File: config.mk
export PLATFORM = sky130hd
export DESIGN_NAME = load_store_unit
export DESIGN_NICKNAME = d
export VERILOG_FILES = /design/src/rtl/load_store_unit.sv
export SDC_FILE = /design/constraint.sdc
export NUM_CORES = 1
export LEC_CHECK = 0
export BUFFER_PORTS_ARGS = -buffer_cell sky130_fd_sc_hd__buf_2
export CAP_MARGIN = 20
export CELL_PAD_IN_SITES_DETAIL_PLACEMENT = 1
export CELL_PAD_IN_SITES_GLOBAL_PLACEMENT = 2
export CORE_MARGIN = 2
export CORE_UTILIZATION = 33
export CTS_CLUSTER_SIZE = 20
export DETAILED_ROUTE_END_ITERATION = 16
export MAX_ROUTING_LAYER = met4
export PLACE_DENSITY = 0.83
export SLEW_MARGIN = 20
export SYNTH_ARGS = -nofsm -noshare
export SYNTH_HDL_FRONTEND = slang
export SYNTH_SLANG_ARGS = --single-unit
File: constraint.sdc
create_clock -name i_Clock -period 8.8 [get_ports i_Clock]
set_input_delay 2.64 -clock i_Clock [delete_from_list [all_inputs] [get_ports i_Clock]]
set_output_delay 2.64 -clock i_Clock [all_outputs]
set_load 0.01 [all_outputs]
File: src/rtl/load_store_unit.sv
`timescale 1ns/1ps
// load_store_unit: memory-stage sequencer between the execute stage and the
// split data memory. It takes one request at a time and pre-checks alignment
// and mode. It holds the memory port for ACCESS_CYCLES cycles, then keeps a
// registered response until the writeback stage takes it.
module load_store_unit #(
  parameter int ACCESS_CYCLES = 1
) (
  input  logic        i_Clock,
  input  logic        i_Reset,
  input  logic        i_ReqValid,
  output logic        o_ReqReady,
  input  logic        i_ReqWrite,
  input  logic [31:0] i_ReqAddress,
  input  logic [31:0] i_ReqData,
  input  logic [2:0]  i_ReqMode,
  input  logic [4:0]  i_ReqRd,
  output logic        o_MemWriteEnable,
  output logic        o_MemReadEnable,
  output logic [31:0] o_MemAddress,
  output logic [31:0] o_MemDataOut,
  output logic [2:0]  o_MemMode,
  input  logic [31:0] i_MemDataIn,
  input  logic        i_MemMisaligned,
  input  logic        i_MemBadInstruction,
  output logic        o_RespValid,
  input  logic        i_RespReady,
  output logic [31:0] o_RespData,
  output logic [4:0]  o_RespRd,
  output logic        o_RespWriteReg,
  output logic [1:0]  o_RespCause,
  output logic [31:0] o_RespBadAddress
);

  // Mode encodings shared with the data memory (memory_defs.sv).
  localparam logic [2:0] LOAD_BYTE          = 3'd0;
  localparam logic [2:0] LOAD_HALF          = 3'd1;
  localparam logic [2:0] LOAD_WORD          = 3'd2;
  localparam logic [2:0] LOAD_BYTE_UNSIGNED = 3'd3;
  localparam logic [2:0] LOAD_HALF_UNSIGNED = 3'd4;
  localparam logic [2:0] STORE_BYTE         = 3'd5;
  localparam logic [2:0] STORE_HALF         = 3'd6;
  localparam logic [2:0] STORE_WORD         = 3'd7;

  localparam int            CW             = (ACCESS_CYCLES > 1) ? $clog2(ACCESS_CYCLES) : 1;
  localparam logic [CW-1:0] LAST_COUNT     = CW'(ACCESS_CYCLES - 1);
  localparam logic          FIRST_IS_FINAL = (ACCESS_CYCLES == 1);

  typedef enum logic [1:0] {IDLE, ACCESS, RESP} state_t;

  state_t        r_state;
  logic [CW-1:0] r_count;
  logic          r_write;
  logic [31:0]   r_addr;
  logic [4:0]    r_rd;
  logic          r_mem_we;
  logic          r_mem_re;
  logic [31:0]   r_mem_addr;
  logic [31:0]   r_mem_data;
  logic [2:0]    r_mem_mode;
  logic          r_resp_valid;
  logic [31:0]   r_resp_data;
  logic [4:0]    r_resp_rd;
  logic          r_resp_write_reg;
  logic [1:0]    r_resp_cause;
  logic [31:0]   r_resp_bad_addr;

  logic       w_accept;
  logic       w_half;
  logic       w_word;
  logic       w_mode_ok;
  logic       w_misaligned;
  logic [1:0] w_req_cause;
  logic [1:0] w_mem_cause;
  logic       w_mem_ok;

  // Pre-check of the presented request; bad mode outranks misalignment.
  assign w_half       = i_ReqMode inside {LOAD_HALF, LOAD_HALF_UNSIGNED, STORE_HALF};
  assign w_word       = i_ReqMode inside {LOAD_WORD, STORE_WORD};
  assign w_mode_ok    = i_ReqWrite ? (i_ReqMode inside {STORE_BYTE, STORE_HALF, STORE_WORD})
                                   : (i_ReqMode inside {LOAD_BYTE, LOAD_HALF, LOAD_WORD,
                                                        LOAD_BYTE_UNSIGNED, LOAD_HALF_UNSIGNED});
  assign w_misaligned = (w_half && i_ReqAddress[0]) || (w_word && (i_ReqAddress[1:0] != 2'b00));
  assign w_req_cause  = !w_mode_ok ? 2'b10 : (w_misaligned ? 2'b01 : 2'b00);

  // Fault flags reported by the memory on the final access cycle.
  assign w_mem_cause  = i_MemBadInstruction ? 2'b10 : (i_MemMisaligned ? 2'b01 : 2'b00);
  assign w_mem_ok     = (w_mem_cause == 2'b00);

  // Combinational ready lets a response handshake and a new accept share one edge.
  assign o_ReqReady   = !i_Reset && ((r_state == IDLE) || ((r_state == RESP) && i_RespReady));
  assign w_accept     = i_ReqValid && o_ReqReady;

  // Request/access/response sequencing with all outputs registered.
  // NOTE: every register here uses <= so all reads in this block see the
  // pre-edge values, regardless of statement order.
  always_ff @(posedge i_Clock or posedge i_Reset) begin
    if (i_Reset) begin
      r_state          <= IDLE;
      r_count          <= '0;
      r_write          <= 1'b0;
      r_addr           <= '0;
      r_rd             <= '0;
      r_mem_we         <= 1'b0;
      r_mem_re         <= 1'b0;
      r_mem_addr       <= '0;
      r_mem_data       <= '0;
      r_mem_mode       <= '0;
      r_resp_valid     <= 1'b0;
      r_resp_data      <= '0;
      r_resp_rd        <= '0;
      r_resp_write_reg <= 1'b0;
      r_resp_cause     <= '0;
      r_resp_bad_addr  <= '0;
    end else if (w_accept) begin
      r_write <= i_ReqWrite;
      r_addr  <= i_ReqAddress;
      r_rd    <= i_ReqRd;
      if (w_req_cause != 2'b00) begin
        // Pre-check fault: answer at once, the memory port stays untouched.
        r_state          <= RESP;
        r_resp_valid     <= 1'b1;
        r_resp_data      <= '0;
        r_resp_rd        <= i_ReqRd;
        r_resp_write_reg <= 1'b0;
        r_resp_cause     <= w_req_cause;
        r_resp_bad_addr  <= i_ReqAddress;
      end else begin
        r_state      <= ACCESS;
        r_count      <= LAST_COUNT;
        r_resp_valid <= 1'b0;
        r_mem_addr   <= i_ReqAddress;
        r_mem_data   <= i_ReqData;
        r_mem_mode   <= i_ReqMode;
        r_mem_re     <= !i_ReqWrite;
        r_mem_we     <= i_ReqWrite && FIRST_IS_FINAL;
      end
    end else begin
      case (r_state)
        ACCESS: begin
          if (r_count == '0) begin
            r_state          <= RESP;
            r_mem_re         <= 1'b0;
            r_mem_we         <= 1'b0;
            r_resp_valid     <= 1'b1;
            r_resp_rd        <= r_rd;
            r_resp_cause     <= w_mem_cause;
            r_resp_data      <= (!r_write && w_mem_ok) ? i_MemDataIn : '0;
            r_resp_write_reg <= !r_write && w_mem_ok && (r_rd != 5'd0);
            r_resp_bad_addr  <= w_mem_ok ? '0 : r_addr;
          end else begin
            r_count  <= r_count - CW'(1);
            // The single write pulse lands on the last access cycle.
            r_mem_we <= r_write && (r_count == CW'(1));
          end
        end
        RESP: begin
          if (i_RespReady) begin
            r_state      <= IDLE;
            r_resp_valid <= 1'b0;
          end
        end
        default: r_state <= IDLE;
      endcase
    end
  end

  assign o_MemWriteEnable = r_mem_we;
  assign o_MemReadEnable  = r_mem_re;
  assign o_MemAddress     = r_mem_addr;
  assign o_MemDataOut     = r_mem_data;
  assign o_MemMode        = r_mem_mode;
  assign o_RespValid      = r_resp_valid;
  assign o_RespData       = r_resp_data;
  assign o_RespRd         = r_resp_rd;
  assign o_RespWriteReg   = r_resp_write_reg;
  assign o_RespCause      = r_resp_cause;
  assign o_RespBadAddress = r_resp_bad_addr;

endmodule

==> qor.yml <==
run_status: "finished, final reports clean"
cts.repair.resized: 0
worstPathMaxFanout: 3
synth_nets: 686
rsz0062_at_grt: "no"
crit_required_ns: 6.16
drt-pass1-iter-count: 4
die_width_um: 157
die_area_um2: 24500
synthArstFlopShare_pct: 100
cts_buffers: 17
wire_per_inst_um: 17.7
ir_drop_v: 0.000108
use_met3_pct: 4.71
yosys_warnings: 0
dp_hpwl_um: 13700
clockRootBuffer: "clkbuf_16"
fin_cells: 1144
drive_gt1_share_pct: 48.8
power_frac_comb_pct: 28.2
cts_buffer_depth: 2
grt_usage_pct: 17.2
core-area_um2: 22800
finalCritPeriodShare_pct: 66.6
power_frac_clock_pct: 28.0
io_buffers: 253
ys_seq_area_share_pct: 59.3
endpoint_kind: "output pin"
first_iter_violations: 234
finalSetupTns_ns: 0
cpLargestDelayFamily: "simple AND/OR/NAND/NOR gates"
num_vias: 5326
start_util_pct: 33.7
antenna_found_initial: 1
use_met1_pct: 21.5
intPower_mw: 1.84
cts_tree: "built"
seq_power_share_pct: 43.9
synth_flop_cell: "dfrtp_1"
leakage_nw: 5.23
nNetsFinal: 928
crit_arrival_ns: 3.22
clk_pin_slew_worst_paths_ns: 0.08
row_count: 55
mostFrequentLayoutCells: "253 x buf_2, 182 x dfrtp_1, 117 x nand2_1"
reg2reg_slack_ns: 5.67
cts_htree_levels: 4
grt_pass1_vias: 5756
worst_path_max_delay_cell: "nor2_1"
synthesis.area_um2: 7680
ant_nets: 0
synth_seq_cells: 182
hp-class: "reg2reg"
clock_latency_ns: 0.43
grt_use_met2_pct: 27.3
grt_overflow: 0
drv_cap: 0
cp_cell_sequence: "buf_2 -> nor2_1 -> and2_1 -> buf_2"
clock_skew_ns: 0.0158
cts_setup_buffers: 0
crit_top_cell: "buf_2"
hold_buffers: 0
cp-start-kind: "input pin"
setup_violations: 0
post_synth_num_cell_types: 40
avgSynthCellArea_um2: 13.4
worstMarginPinSlew_ns: 1.06
grt_max_degree: 114
wirelength_um: 20300
period_needed_ns: 5.86
area_growth_pct: 26.6
crit_buf_inv: 2
critPathKind: "in2out"
cpPeakStageDelay_ns: 0.18
switchingPower_mw: 0.826
synth_edf_count: 0
fmax_mhz: 171
via_per_inst: 4.66
ioPinCount: 254
busiest_layer: "met2"
final_max_slew_viol_count: 0
swShare_pct: 31.0
power_density_nw_per_um2: 274
grt_pass1_wl_um: 31900
gp_congestion: 0.752
final_common_cell: "buf_2"
place_inst: 1111
cts_sinks: 182
finalHoldViolCount: 0
route.detailed.drc: 0
slew-limit-headroom_pct: 29.0
die_h_um: 157
syn_inst: 575
sequential cells by signal, indices dropped and copies added, names as in the netlist:
register	count
o_MemAddress	32
o_MemDataOut	32
o_MemMode	3
o_MemReadEnable	1
o_MemWriteEnable	1
o_RespBadAddress	32
o_RespCause	2
o_RespData	32
o_RespRd	5
o_RespValid	1
o_RespWriteReg	1
r_addr	32
r_rd	5
r_state	2
r_write	1
worst min-delay path: cells and delay by family, from the launching register on:
family / cells / cell delay (ns)
DFF: 1 / 0.32
and+or+nand+nor: 2 / 0.11
metrics by stage:
step | total power [mW] | hold slack (ns) | setup slack, ns | util (%) | instance area, um2
after floorplan | 1.63 | 0.434 | 1.22 | - | 7680
after global placement | 1.92 | 0.447 | 2.93 | 40.2 | 9150
after detailed placement | 1.94 | 0.451 | 2.92 | 40.2 | 9150
after CTS | 2.70 | 0.471 | 2.92 | 42.7 | 9720
after global routing | 2.81 | 0.490 | 2.89 | 42.7 | 9730
final | 2.66 | 0.465 | 2.94 | 42.7 | 9730
cell families (layout without fill, tap and decap cells):
kind of cell	Yosys count	in the layout	synth area share [%]
multiplexers	107	107	20.8
buffers and inverters	51	306	3.99
AO/OA/AOI/OAI	87	87	7.64
other	0	1	0
XOR/XNOR	2	2	0.228
AND/OR/NAND/NOR	146	146	8.09
flip-flops	182	182	59.3
area by class of cell:
class | count | area [um2]
Fill cell | 2475 | 13000
Multi-Input combinational cell | 342 | 2840
Antenna cell | 1 | 2.50
Tap cell | 313 | 392
Inverter | 15 | 63.8
Timing Repair Buffer | 259 | 1310
Clock inverter | 14 | 138
Sequential cell | 182 | 4550
Clock buffer | 18 | 429
final timing paths:
check / start / endpoint / cells past startpoint
min in group asynchronous: i_Reset / o_RespData[27] / 2
worst min-delay path: r_addr[24] / r_addr[24] / 2
worst min register to register: r_addr[24] / r_addr[24] / 2
worst max register to register: r_state[0] / o_MemDataOut[17] / 5
max in group asynchronous: i_Reset / r_addr[6] / 3
worst max-delay path: i_Reset / o_ReqReady / 4
routing by layer:
layer | routed length, um | up-vias
met5 | 0 | -
met4 | 395 | 0
met3 | 1220 | 24
met2 | 9640 | 169
met1 | 9000 | 2675
li1 | - | 2458
cells in the mapped netlist, types with 2 or more instances:
library cell	number	area, um2
buf_2	11	55.1
o21ai_0	40	200
a22o_1	23	201
inv_1	15	56.3
buf_4	3	22.5
nor2_1	3	11.3
a21oi_2	2	17.5
xnor2_1	2	17.5
and2_1	2	12.5
o221ai_1	2	17.5
nand4_1	11	68.8
buf_6	12	135
clkbuf_1	9	33.8
nor3_1	2	10.0
dfrtp_1	182	4550
mux2_4	105	1580
o21ai_1	10	50.1
nand2b_1	2	12.5
nand2_1	117	439
mux2i_1	2	20.0
power groups by stage:
stage,clock network (mW),logic [mW],registers [mW]
floorplan,0,0.372,1.26
global placement,0,0.741,1.18
detailed placement,0,0.759,1.18
CTS,0.769,0.762,1.17
global route,0.802,0.812,1.20
finish,0.744,0.750,1.17
Note: power is estimated with default switching activity, not from simulation.
